File: src/rtl/idu_decode_stage_if.sv
// Fetch->decode->execute handshake bundle for the RV32I decode stage.
// The decode stage is the slave; the fetch/execute side (or bench) is the master.
interface idu_decode_stage_if #(parameter int DATA_WIDTH = 32);
  logic                  in_valid;
  logic                  in_ready;
  logic [DATA_WIDTH-1:0] in_inst;
  logic [DATA_WIDTH-1:0] in_pc;

  logic                  out_valid;
  logic                  out_ready;
  logic [DATA_WIDTH-1:0] out_pc;
  logic [DATA_WIDTH-1:0] out_inst;
  logic [4:0]            rs1, rs2, rd;
  logic [DATA_WIDTH-1:0] imm;
  logic [2:0]            imm_type;
  logic [3:0]            op_class;
  logic [2:0]            funct3;
  logic                  funct7_5;
  logic                  reg_write;
  logic                  is_ecall, is_ebreak, is_mret, is_csr;
  logic                  illegal;

  modport slave (
    input  in_valid, in_inst, in_pc, out_ready,
    output in_ready, out_valid, out_pc, out_inst, rs1, rs2, rd, imm, imm_type,
           op_class, funct3, funct7_5, reg_write, is_ecall, is_ebreak, is_mret,
           is_csr, illegal
  );

  modport master (
    output in_valid, in_inst, in_pc, out_ready,
    input  in_ready, out_valid, out_pc, out_inst, rs1, rs2, rd, imm, imm_type,
           op_class, funct3, funct7_5, reg_write, is_ecall, is_ebreak, is_mret,
           is_csr, illegal
  );
endinterface

File: src/rtl/idu_decode_stage.sv
// RV32I + Zicsr decode stage: 2-entry skid buffer (head H, skid S) feeding a
// purely combinational decoder of the head entry.
module idu_decode_stage #(
  parameter int DATA_WIDTH = 32
) (
  input  logic               clk,
  input  logic               rstn,
  input  logic               flush,
  idu_decode_stage_if.slave  bus
);

  typedef struct packed {
    logic                  v;
    logic [DATA_WIDTH-1:0] inst;
    logic [DATA_WIDTH-1:0] pc;
  } entry_t;

  localparam logic [6:0] OPC_LUI    = 7'b0110111;
  localparam logic [6:0] OPC_AUIPC  = 7'b0010111;
  localparam logic [6:0] OPC_JAL    = 7'b1101111;
  localparam logic [6:0] OPC_JALR   = 7'b1100111;
  localparam logic [6:0] OPC_BRANCH = 7'b1100011;
  localparam logic [6:0] OPC_LOAD   = 7'b0000011;
  localparam logic [6:0] OPC_STORE  = 7'b0100011;
  localparam logic [6:0] OPC_OPIMM  = 7'b0010011;
  localparam logic [6:0] OPC_OP     = 7'b0110011;
  localparam logic [6:0] OPC_SYSTEM = 7'b1110011;

  localparam logic [2:0] IMM_NONE = 3'd0;
  localparam logic [2:0] IMM_I    = 3'd1;
  localparam logic [2:0] IMM_S    = 3'd2;
  localparam logic [2:0] IMM_B    = 3'd3;
  localparam logic [2:0] IMM_U    = 3'd4;
  localparam logic [2:0] IMM_J    = 3'd5;

  entry_t h, s;
  logic   accept, consume;

  assign bus.in_ready  = !s.v;
  assign bus.out_valid = h.v;
  assign accept  = bus.in_valid && !s.v;
  assign consume = h.v && bus.out_ready;

  always_ff @(posedge clk or negedge rstn) begin
    if (!rstn) begin
      h <= '0;
      s <= '0;
    end else if (flush) begin
      // a beat accepted alongside flush belongs to the squashed path
      h.v <= 1'b0;
      s.v <= 1'b0;
    end else if (!h.v) begin
      if (accept) h <= '{1'b1, bus.in_inst, bus.in_pc};
    end else if (!s.v) begin
      if (accept && consume) h <= '{1'b1, bus.in_inst, bus.in_pc};
      else if (consume)      h.v <= 1'b0;
      else if (accept)       s <= '{1'b1, bus.in_inst, bus.in_pc};
    end else if (consume) begin
      h   <= s;
      s.v <= 1'b0;
    end
  end

  // Decoder sees zero whenever the head is empty so stale words never leak out.
  logic [DATA_WIDTH-1:0] inst;
  logic [6:0]            opc;
  logic [2:0]            f3;
  logic [6:0]            f7;
  logic [4:0]            rd_f;

  assign inst = h.v ? h.inst : '0;
  assign opc  = inst[6:0];
  assign f3   = inst[14:12];
  assign f7   = inst[31:25];
  assign rd_f = inst[11:7];

  logic [3:0] cls;
  logic [2:0] ityp;
  logic       ill, wr, ecall, ebreak, mret, csr;

  always_comb begin
    cls    = 4'd15;
    ityp   = IMM_NONE;
    ill    = 1'b0;
    wr     = 1'b0;
    ecall  = 1'b0;
    ebreak = 1'b0;
    mret   = 1'b0;
    csr    = 1'b0;
    case (opc)
      OPC_LUI:    begin cls = 4'd0; ityp = IMM_U; wr = 1'b1; end
      OPC_AUIPC:  begin cls = 4'd1; ityp = IMM_U; wr = 1'b1; end
      OPC_JAL:    begin cls = 4'd2; ityp = IMM_J; wr = 1'b1; end
      OPC_JALR:   begin cls = 4'd3; ityp = IMM_I; wr = 1'b1; ill = (f3 != 3'd0); end
      OPC_BRANCH: begin cls = 4'd4; ityp = IMM_B; ill = (f3 == 3'd2) || (f3 == 3'd3); end
      OPC_LOAD:   begin
        cls = 4'd5; ityp = IMM_I; wr = 1'b1;
        ill = (f3 == 3'd3) || (f3 == 3'd6) || (f3 == 3'd7);
      end
      OPC_STORE:  begin cls = 4'd6; ityp = IMM_S; ill = (f3 > 3'd2); end
      OPC_OPIMM:  begin cls = 4'd7; ityp = IMM_I; wr = 1'b1; end
      OPC_OP:     begin
        cls = 4'd8; wr = 1'b1;
        ill = !((f7 == 7'h00) || ((f7 == 7'h20) && ((f3 == 3'd0) || (f3 == 3'd5))));
      end
      OPC_SYSTEM: begin
        cls = 4'd9;
        if (f3 == 3'd0) begin
          ecall  = (inst == DATA_WIDTH'(32'h0000_0073));
          ebreak = (inst == DATA_WIDTH'(32'h0010_0073));
          mret   = (inst == DATA_WIDTH'(32'h3020_0073));
          ill    = !(ecall || ebreak || mret);
        end else if (f3 == 3'd4) begin
          ill = 1'b1;
        end else begin
          // csr address sits in the I-immediate slot
          csr = 1'b1; wr = 1'b1; ityp = IMM_I;
        end
      end
      default: ill = 1'b1;
    endcase
    if (inst[1:0] != 2'b11) ill = 1'b1;
    if (ill) begin
      cls    = 4'd15;
      ityp   = IMM_NONE;
      wr     = 1'b0;
      ecall  = 1'b0;
      ebreak = 1'b0;
      mret   = 1'b0;
      csr    = 1'b0;
    end
    if (rd_f == 5'd0) wr = 1'b0;
  end

  logic [DATA_WIDTH-1:0] imm_v;

  always_comb begin
    imm_v = '0;
    case (ityp)
      IMM_I: imm_v = DATA_WIDTH'($signed(inst[31:20]));
      IMM_S: imm_v = DATA_WIDTH'($signed({inst[31:25], inst[11:7]}));
      IMM_B: imm_v = DATA_WIDTH'($signed({inst[31], inst[7], inst[30:25], inst[11:8], 1'b0}));
      IMM_U: imm_v = DATA_WIDTH'($signed({inst[31:12], 12'b0}));
      IMM_J: imm_v = DATA_WIDTH'($signed({inst[31], inst[19:12], inst[20], inst[30:21], 1'b0}));
      default: imm_v = '0;
    endcase
  end

  assign bus.out_inst  = inst;
  assign bus.out_pc    = h.v ? h.pc : '0;
  assign bus.rd        = rd_f;
  assign bus.rs1       = ((opc == OPC_LUI) || (opc == OPC_AUIPC) || (opc == OPC_JAL))
                         ? 5'd0 : inst[19:15];
  assign bus.rs2       = ((opc == OPC_BRANCH) || (opc == OPC_STORE) || (opc == OPC_OP))
                         ? inst[24:20] : 5'd0;
  assign bus.imm       = imm_v;
  assign bus.imm_type  = ityp;
  assign bus.op_class  = cls;
  assign bus.funct3    = f3;
  assign bus.funct7_5  = inst[30];
  assign bus.reg_write = wr;
  assign bus.is_ecall  = ecall;
  assign bus.is_ebreak = ebreak;
  assign bus.is_mret   = mret;
  assign bus.is_csr    = csr;
  assign bus.illegal   = ill;

endmodule

File: src/flat_wrapper.sv
// flat-port wrapper written by rule: the top's interface ports become plain ports
module idu_decode_stage_flat 
#(
  parameter int DATA_WIDTH = 32
)
  (clk, rstn, flush, bus_in_valid, bus_in_inst, bus_in_pc, bus_out_ready, bus_in_ready, bus_out_valid, bus_out_pc, bus_out_inst, bus_rs1, bus_rs2, bus_rd, bus_imm, bus_imm_type, bus_op_class, bus_funct3, bus_funct7_5, bus_reg_write, bus_is_ecall, bus_is_ebreak, bus_is_mret, bus_is_csr, bus_illegal);
  idu_decode_stage_if #(.DATA_WIDTH(DATA_WIDTH)) bus_i ();
  input  logic clk;
  input  logic rstn;
  input  logic flush;
  input wire logic [$bits(bus_i.in_valid)-1:0] bus_in_valid;
  input wire logic [$bits(bus_i.in_inst)-1:0] bus_in_inst;
  input wire logic [$bits(bus_i.in_pc)-1:0] bus_in_pc;
  input wire logic [$bits(bus_i.out_ready)-1:0] bus_out_ready;
  output wire logic [$bits(bus_i.in_ready)-1:0] bus_in_ready;
  output wire logic [$bits(bus_i.out_valid)-1:0] bus_out_valid;
  output wire logic [$bits(bus_i.out_pc)-1:0] bus_out_pc;
  output wire logic [$bits(bus_i.out_inst)-1:0] bus_out_inst;
  output wire logic [$bits(bus_i.rs1)-1:0] bus_rs1;
  output wire logic [$bits(bus_i.rs2)-1:0] bus_rs2;
  output wire logic [$bits(bus_i.rd)-1:0] bus_rd;
  output wire logic [$bits(bus_i.imm)-1:0] bus_imm;
  output wire logic [$bits(bus_i.imm_type)-1:0] bus_imm_type;
  output wire logic [$bits(bus_i.op_class)-1:0] bus_op_class;
  output wire logic [$bits(bus_i.funct3)-1:0] bus_funct3;
  output wire logic [$bits(bus_i.funct7_5)-1:0] bus_funct7_5;
  output wire logic [$bits(bus_i.reg_write)-1:0] bus_reg_write;
  output wire logic [$bits(bus_i.is_ecall)-1:0] bus_is_ecall;
  output wire logic [$bits(bus_i.is_ebreak)-1:0] bus_is_ebreak;
  output wire logic [$bits(bus_i.is_mret)-1:0] bus_is_mret;
  output wire logic [$bits(bus_i.is_csr)-1:0] bus_is_csr;
  output wire logic [$bits(bus_i.illegal)-1:0] bus_illegal;
  assign bus_i.in_valid = bus_in_valid;
  assign bus_i.in_inst = bus_in_inst;
  assign bus_i.in_pc = bus_in_pc;
  assign bus_i.out_ready = bus_out_ready;
  assign bus_in_ready = bus_i.in_ready;
  assign bus_out_valid = bus_i.out_valid;
  assign bus_out_pc = bus_i.out_pc;
  assign bus_out_inst = bus_i.out_inst;
  assign bus_rs1 = bus_i.rs1;
  assign bus_rs2 = bus_i.rs2;
  assign bus_rd = bus_i.rd;
  assign bus_imm = bus_i.imm;
  assign bus_imm_type = bus_i.imm_type;
  assign bus_op_class = bus_i.op_class;
  assign bus_funct3 = bus_i.funct3;
  assign bus_funct7_5 = bus_i.funct7_5;
  assign bus_reg_write = bus_i.reg_write;
  assign bus_is_ecall = bus_i.is_ecall;
  assign bus_is_ebreak = bus_i.is_ebreak;
  assign bus_is_mret = bus_i.is_mret;
  assign bus_is_csr = bus_i.is_csr;
  assign bus_illegal = bus_i.illegal;
  idu_decode_stage #(.DATA_WIDTH(DATA_WIDTH)) u_core (.clk(clk), .rstn(rstn), .flush(flush), .bus(bus_i));
endmodule
File: config.mk
export PLATFORM = sky130hd
export DESIGN_NAME = idu_decode_stage_flat
export DESIGN_NICKNAME = d
export VERILOG_FILES = /design/src/rtl/idu_decode_stage_if.sv /design/src/rtl/idu_decode_stage.sv /design/src/flat_wrapper.sv
export SDC_FILE = /design/constraint.sdc
export NUM_CORES = 1
export LEC_CHECK = 0
export BUFFER_PORTS_ARGS = -buffer_cell sky130_fd_sc_hd__buf_2
export CAP_MARGIN = 10
export CORE_MARGIN = 3
export CORE_UTILIZATION = 50
export DETAILED_ROUTE_END_ITERATION = 10
export GPL_TIMING_DRIVEN = 0
export HOLD_SLACK_MARGIN = 0.06
export PLACE_DENSITY_LB_ADDON = 0.05
export SYNTH_ARGS = -nofsm -noshare
export SYNTH_HDL_FRONTEND = slang
export SYNTH_SLANG_ARGS = --single-unit
File: constraint.sdc
create_clock -name clk -period 4 [get_ports clk]
set_input_delay 0.8 -clock clk [delete_from_list [all_inputs] [get_ports clk]]
set_output_delay 0.8 -clock clk [all_outputs]
set_load 0.005 [all_outputs]
== Yosys cells after proc, flatten, opt, wreduce, memory -nomap -nowiden ==
Index checks and enable logic that the tools add are counted.
Storage, ports and cells
  bits in writable memories: 0
  bits in latches: 0
  bits in read-only memories: 0
  register bits: 130
  output and inout bits: 130
  memories: 0
Operators by class
  add/subtract/negate cells: 0
  order comparisons: 1
  $mul: 0
  multiplexer cells: 46
  divide/modulo/power cells: 0
  bitwise operators: 4
  reductions and logical operators: 30
  equality and inequality tests: 28
  shift-type cells: 0
Operators by type and width (count)
  $mux 65: 7
  $mux 64: 3
  $pmux 32 s5: 1
  $mux 32: 2
  $pmux 4 s10: 1
  $eq 32x21->1 const B: 1
  $eq 32x30->1 const B: 1
  $eq 32x7->1 const B: 1
  $eq 7x6->1 const B: 4
  $eq 7x7->1 const B: 4
  $mux 1: 24
  $eq 3x3->1 const B: 6
  $pmux 3 s6: 1
  $eq 7x5->1 const B: 2
  $eq 3x2->1 const B: 4
  $logic_or 1x1->1: 11
  $mux 5: 2
  $eq 7x2->1 const B: 1
  $logic_not 7->1: 1
  $pmux 1 s7: 1
  $reduce_or 7->1: 1
  $mux 3: 2
  $ne 3x3->1 const B: 2
  $reduce_and 6->1: 1
  other kinds (16): 25

== Depth between registers and ports, before layout ==
  depth in word-level cells: 11
  mapped depth: 8

== Worst setup path after synthesis ==
No wires, ideal clock.
  kind: register to output
  start: register u_core.h[44] (netlist name)
  end: output port bus_imm[0]
  required time: 3.200 ns
  cell stages (with the launch flop): 8
  data arrival time: 1.805 ns
  buffers on the path: 2
  path slack: 1.395 ns
  cells stage by stage: dfrtp_1 buf_6 or2_0 a32o_1 a311oi_4 o2111ai_4 buf_6 nor2_1
On the way
  cells in the longest elaborated chain, start to end: 11
RTL lines
  start, declared: RTL line idu_decode_stage.sv:36  | entry_t h, s;
  start signal, assigned: RTL line idu_decode_stage.sv:53  | if (accept) h <= '{1'b1, bus.in_inst, bus.in_pc};
  start signal, assigned: RTL line idu_decode_stage.sv:55  | if (accept && consume) h <= '{1'b1, bus.in_inst, bus.in_pc};
  start signal, assigned: RTL line idu_decode_stage.sv:59  | h <= s;
  $mux 32 (*): RTL line idu_decode_stage.sv:71  | assign inst = h.v ? h.inst : '0;
  $eq 32x7->1, or another cell as far along: RTL line idu_decode_stage.sv:109  | ecall = (inst == DATA_WIDTH'(32'h0000_0073));
  $logic_or 1x1->1, on equally long branches: RTL line idu_decode_stage.sv:112, idu_decode_stage.sv:104
  $logic_or 1x1->1 or $logic_and 1x1->1 (tied branches): RTL line idu_decode_stage.sv:112, idu_decode_stage.sv:104
  $logic_not 1->1 or $logic_or 1x1->1 (tied branches): RTL line idu_decode_stage.sv:112, idu_decode_stage.sv:104
  $mux 1 or $logic_not 1->1 (tied branches): RTL line idu_decode_stage.sv:108, idu_decode_stage.sv:104
  $pmux 1 s7 (*): RTL line idu_decode_stage.sv:90  | case (opc)
  $mux 1 (*): RTL line idu_decode_stage.sv:122  | if (inst[1:0] != 2'b11) ill = 1'b1;
  net bus_illegal: RTL line flat_wrapper.sv:32  | output wire logic [$bits(bus_i.illegal)-1:0] bus_illegal;
  $mux 3 (*): RTL line idu_decode_stage.sv:123  | if (ill) begin
  $eq 3x3->1, or another cell as far along: RTL line idu_decode_stage.sv:139  | case (ityp)
  $pmux 32 s5 (*): RTL line idu_decode_stage.sv:139
  end, declared: RTL line flat_wrapper.sv:22  | output wire logic [$bits(bus_i.imm)-1:0] bus_imm;
The timed path passes the listed nets; every way through them passes the cells marked *.

== Final worst setup path ==
  start: register u_core.h, in the netlist u_core.bus.out_valid
  end: output port bus_imm[16]
On the way
  cells in the longest elaborated chain, start to end: 11
RTL lines (RTL line)
  $mux 32 (*): idu_decode_stage.sv:71
  $eq 32x7->1, or another cell as far along: idu_decode_stage.sv:109
  $logic_or 1x1->1, on equally long branches: idu_decode_stage.sv:112, idu_decode_stage.sv:104
  $logic_or 1x1->1 or $logic_and 1x1->1 (tied branches): idu_decode_stage.sv:112, idu_decode_stage.sv:104
  $logic_not 1->1 or $logic_or 1x1->1 (tied branches): idu_decode_stage.sv:112, idu_decode_stage.sv:104
  $mux 1 or $logic_not 1->1 (tied branches): idu_decode_stage.sv:108, idu_decode_stage.sv:104
  $pmux 1 s7: idu_decode_stage.sv:90
  $mux 1: idu_decode_stage.sv:122
  $mux 3: idu_decode_stage.sv:123
  $eq 3x3->1, or another cell as far along: idu_decode_stage.sv:139
  $pmux 32 s5 (*): idu_decode_stage.sv:139
Every way passes the cells marked *; elsewhere a longest branch is shown, timed or not.

==> metrics <==
post-CTS setup buffer count 0; #FFs+latches synth 130; CTS max path bufs 2; Die Ht 122 µm; diode count 0; Post-synth EDFFs 0; WP data arrival 2.95 ns; Fin Setup TNS 0 ns; worst path required time 3.20 ns; async set-reset flop share out of synthesis 100%; post-CTS sizing 0; Max-slew headroom 31.4%; Yosys top cell area share 48.6%; Post-DP HPWL 14500 µm; Clk pin slew, worst setup/hold paths 0.06 ns; clk_lat worst skew 0.42 ns; TritonCTS clock tree yes; initial DRC count 455; Netlist cell types 54; Die ar. 14800 µm²; max-cap violations 0; Tmin final 3.75 ns; Worst-Margin Slew 1.02 ns; Clock Root Buffer clkbuf_16; fmax 267 MHz; CP startpoint kind register; Via Count 6140; std cell rows 41; top flip-flop cell by instance count after synthesis dfrtp_1; Multi-input gate area 3020 µm²; leakage power 4.22 nW; initial antenna violation count 0; register area 3250 µm²; Vias/cell 5.64; first-pass iteration count of the detailed router 6; Synth area leader dfrtp_1; Layout area overhead 27.3%; YS warnings 0; mapped cell area 6690 µm²; fraction of layout cells with a size suffix above 1 37.8%; final wirelength 20000 µm; Layout Cells excl Fill 1088; H-tree level count 4; global placement routability congestion 0.866; Seq/Total Area, Yosys 48.6%; ranking of synthesized cells by area dfrtp_1, mux2_2, a22oi_1; Routed wire per std cell 18.4 µm; largest net degree at the start of global routing 101; Worst VDD drop 0.000312 V; most common cell after layout, fill and taps aside buf_2; clock buffer count from CTS 17; Core Area 12900 µm²; Post-DRT Antenna Nets 0; number of port buffers 198; Finished Core Util 66.2%; final period utilization 93.7%; Pwr Density 496 nW/µm²; # hold bufs at CTS 0; CP endpoint kind primary output; Final setup viols 0; Crit Path Max Fanout 10; total track usage 27.2%; hold crit path type input pin to async pin; Syn Area/Cell 9.77 µm²; I/O pin total 199; overflow left after global routing 0; Final Hold Viols 0; Syn Nets 754; clk sinks 130; Initial Util 52.0%; NumNets Final 972; first-pass GRT wire length 31300 µm; dpl cells 1056; final slew viol count 0; status complete, no violations; crit path kind register to primary output; Clock Skews 0.00831 ns; DRC errors left 0; Cells after Synth 685; RSZ-0062 raised after global routing no; die width 122 µm; most frequent cells in the layout buf_2, dfrtp_1, nor2_1, a21oi_1, a22oi_1; Fillers 1080; number of global-route vias before repair 6019
==> logic make-up (layout without fill, tap and decap cells) <==
logic type      count (synthesis)  after routing  synth area share (%)
compound gates                194            194                  19.1
flops                         130            130                  48.6
buf+inv                        88            319                  6.28
simple gates                  206            206                  14.8
mux                            65             65                  10.9
xor+xnor                        2              2                 0.262
==> worst max-delay path: stages (launching register included) <==
cell	delay [ns]
dfrtp_1	0.41
buf_2	0.27
buf_2	0.26
buf_1	0.52
buf_1	0.45
nand2_1	0.25
o21ai_0	0.22
buf_2	0.14
==> layer usage <==
| metal | track usage, % | up-vias | wire, µm |
|---|---|---|---|
| li1 | - | 2841 | - |
| met1 | 34.0 | 2988 | 8150 |
| met2 | 45.3 | 276 | 9740 |
| met3 | 8.17 | 35 | 1690 |
| met4 | 9.45 | 0 | 413 |
| met5 | 0 | - | 0 |
==> power by group <==
part	leakage, nW	internal, W	total, W	switching (W)
clock network	0.281	0.000947	0.00153	0.000585
logic	2.40	0.000409	0.000855	0.000447
registers	1.54	0.00163	0.00184	0.000204
==> synth_stat cells (all sizes together) (3+ instances only) <==
cell and instances:
clkbuf 22, dfrtp 130, nor3 5, buf 41, a21oi 74, nor4 3, a211oi 4, inv 25
a22oi 68, o21ai 26, o31ai 3, and2 47, nor2 100, or4 3, nand2 29, mux2 65
==> sequential cells by signal, summed over array words and instances, names as in the netlist <==
name / flops
u_core.bus.out_valid: 1
u_core.h: 64
u_core.s: 65
==> layout make-up <==
type	count	area share (%)
plain buffers	63	3.83
clock buffers	19	5.31
clock inverters	13	1.60
inverters	25	1.10
multi-input cells	467	35.4
flip-flops and latches	130	38.2
well taps	172	2.53
repair buffers	199	12.0
==> worst paths after layout <==
kind                       slack [ns]            to            startpoint  depth (start not counted)
min                              0.26  u_core.s[50]                  rstn                          1
max                              0.25   bus_imm[16]  u_core.bus.out_valid                          7
min in group clk                 0.50   u_core.s[8]           u_core.s[8]                          1
min reg2reg                      0.50   u_core.s[8]           u_core.s[8]                          1
max reg2reg                      1.37  u_core.h[42]  u_core.bus.out_valid                          7
max in group asynchronous        2.95  u_core.h[42]                  rstn                          2
==> per-stage QoR <==
step / worst slack (ns) / area [µm²] / hold slack (ns) / power (W)
after floorplan: 1.40 / 6690 / 0.481 / 0.00236
after CTS: 0.260 / 8520 / 0.255 / 0.00424
after detailed placement: 0.717 / 7930 / 0.496 / 0.00271
after global routing: 0.0691 / 8520 / 0.261 / 0.00444
after global placement: 0.458 / 7900 / 0.489 / 0.00265
final: 0.250 / 8520 / 0.256 / 0.00422
No activity file was read; power rests on OpenSTA's default activity.
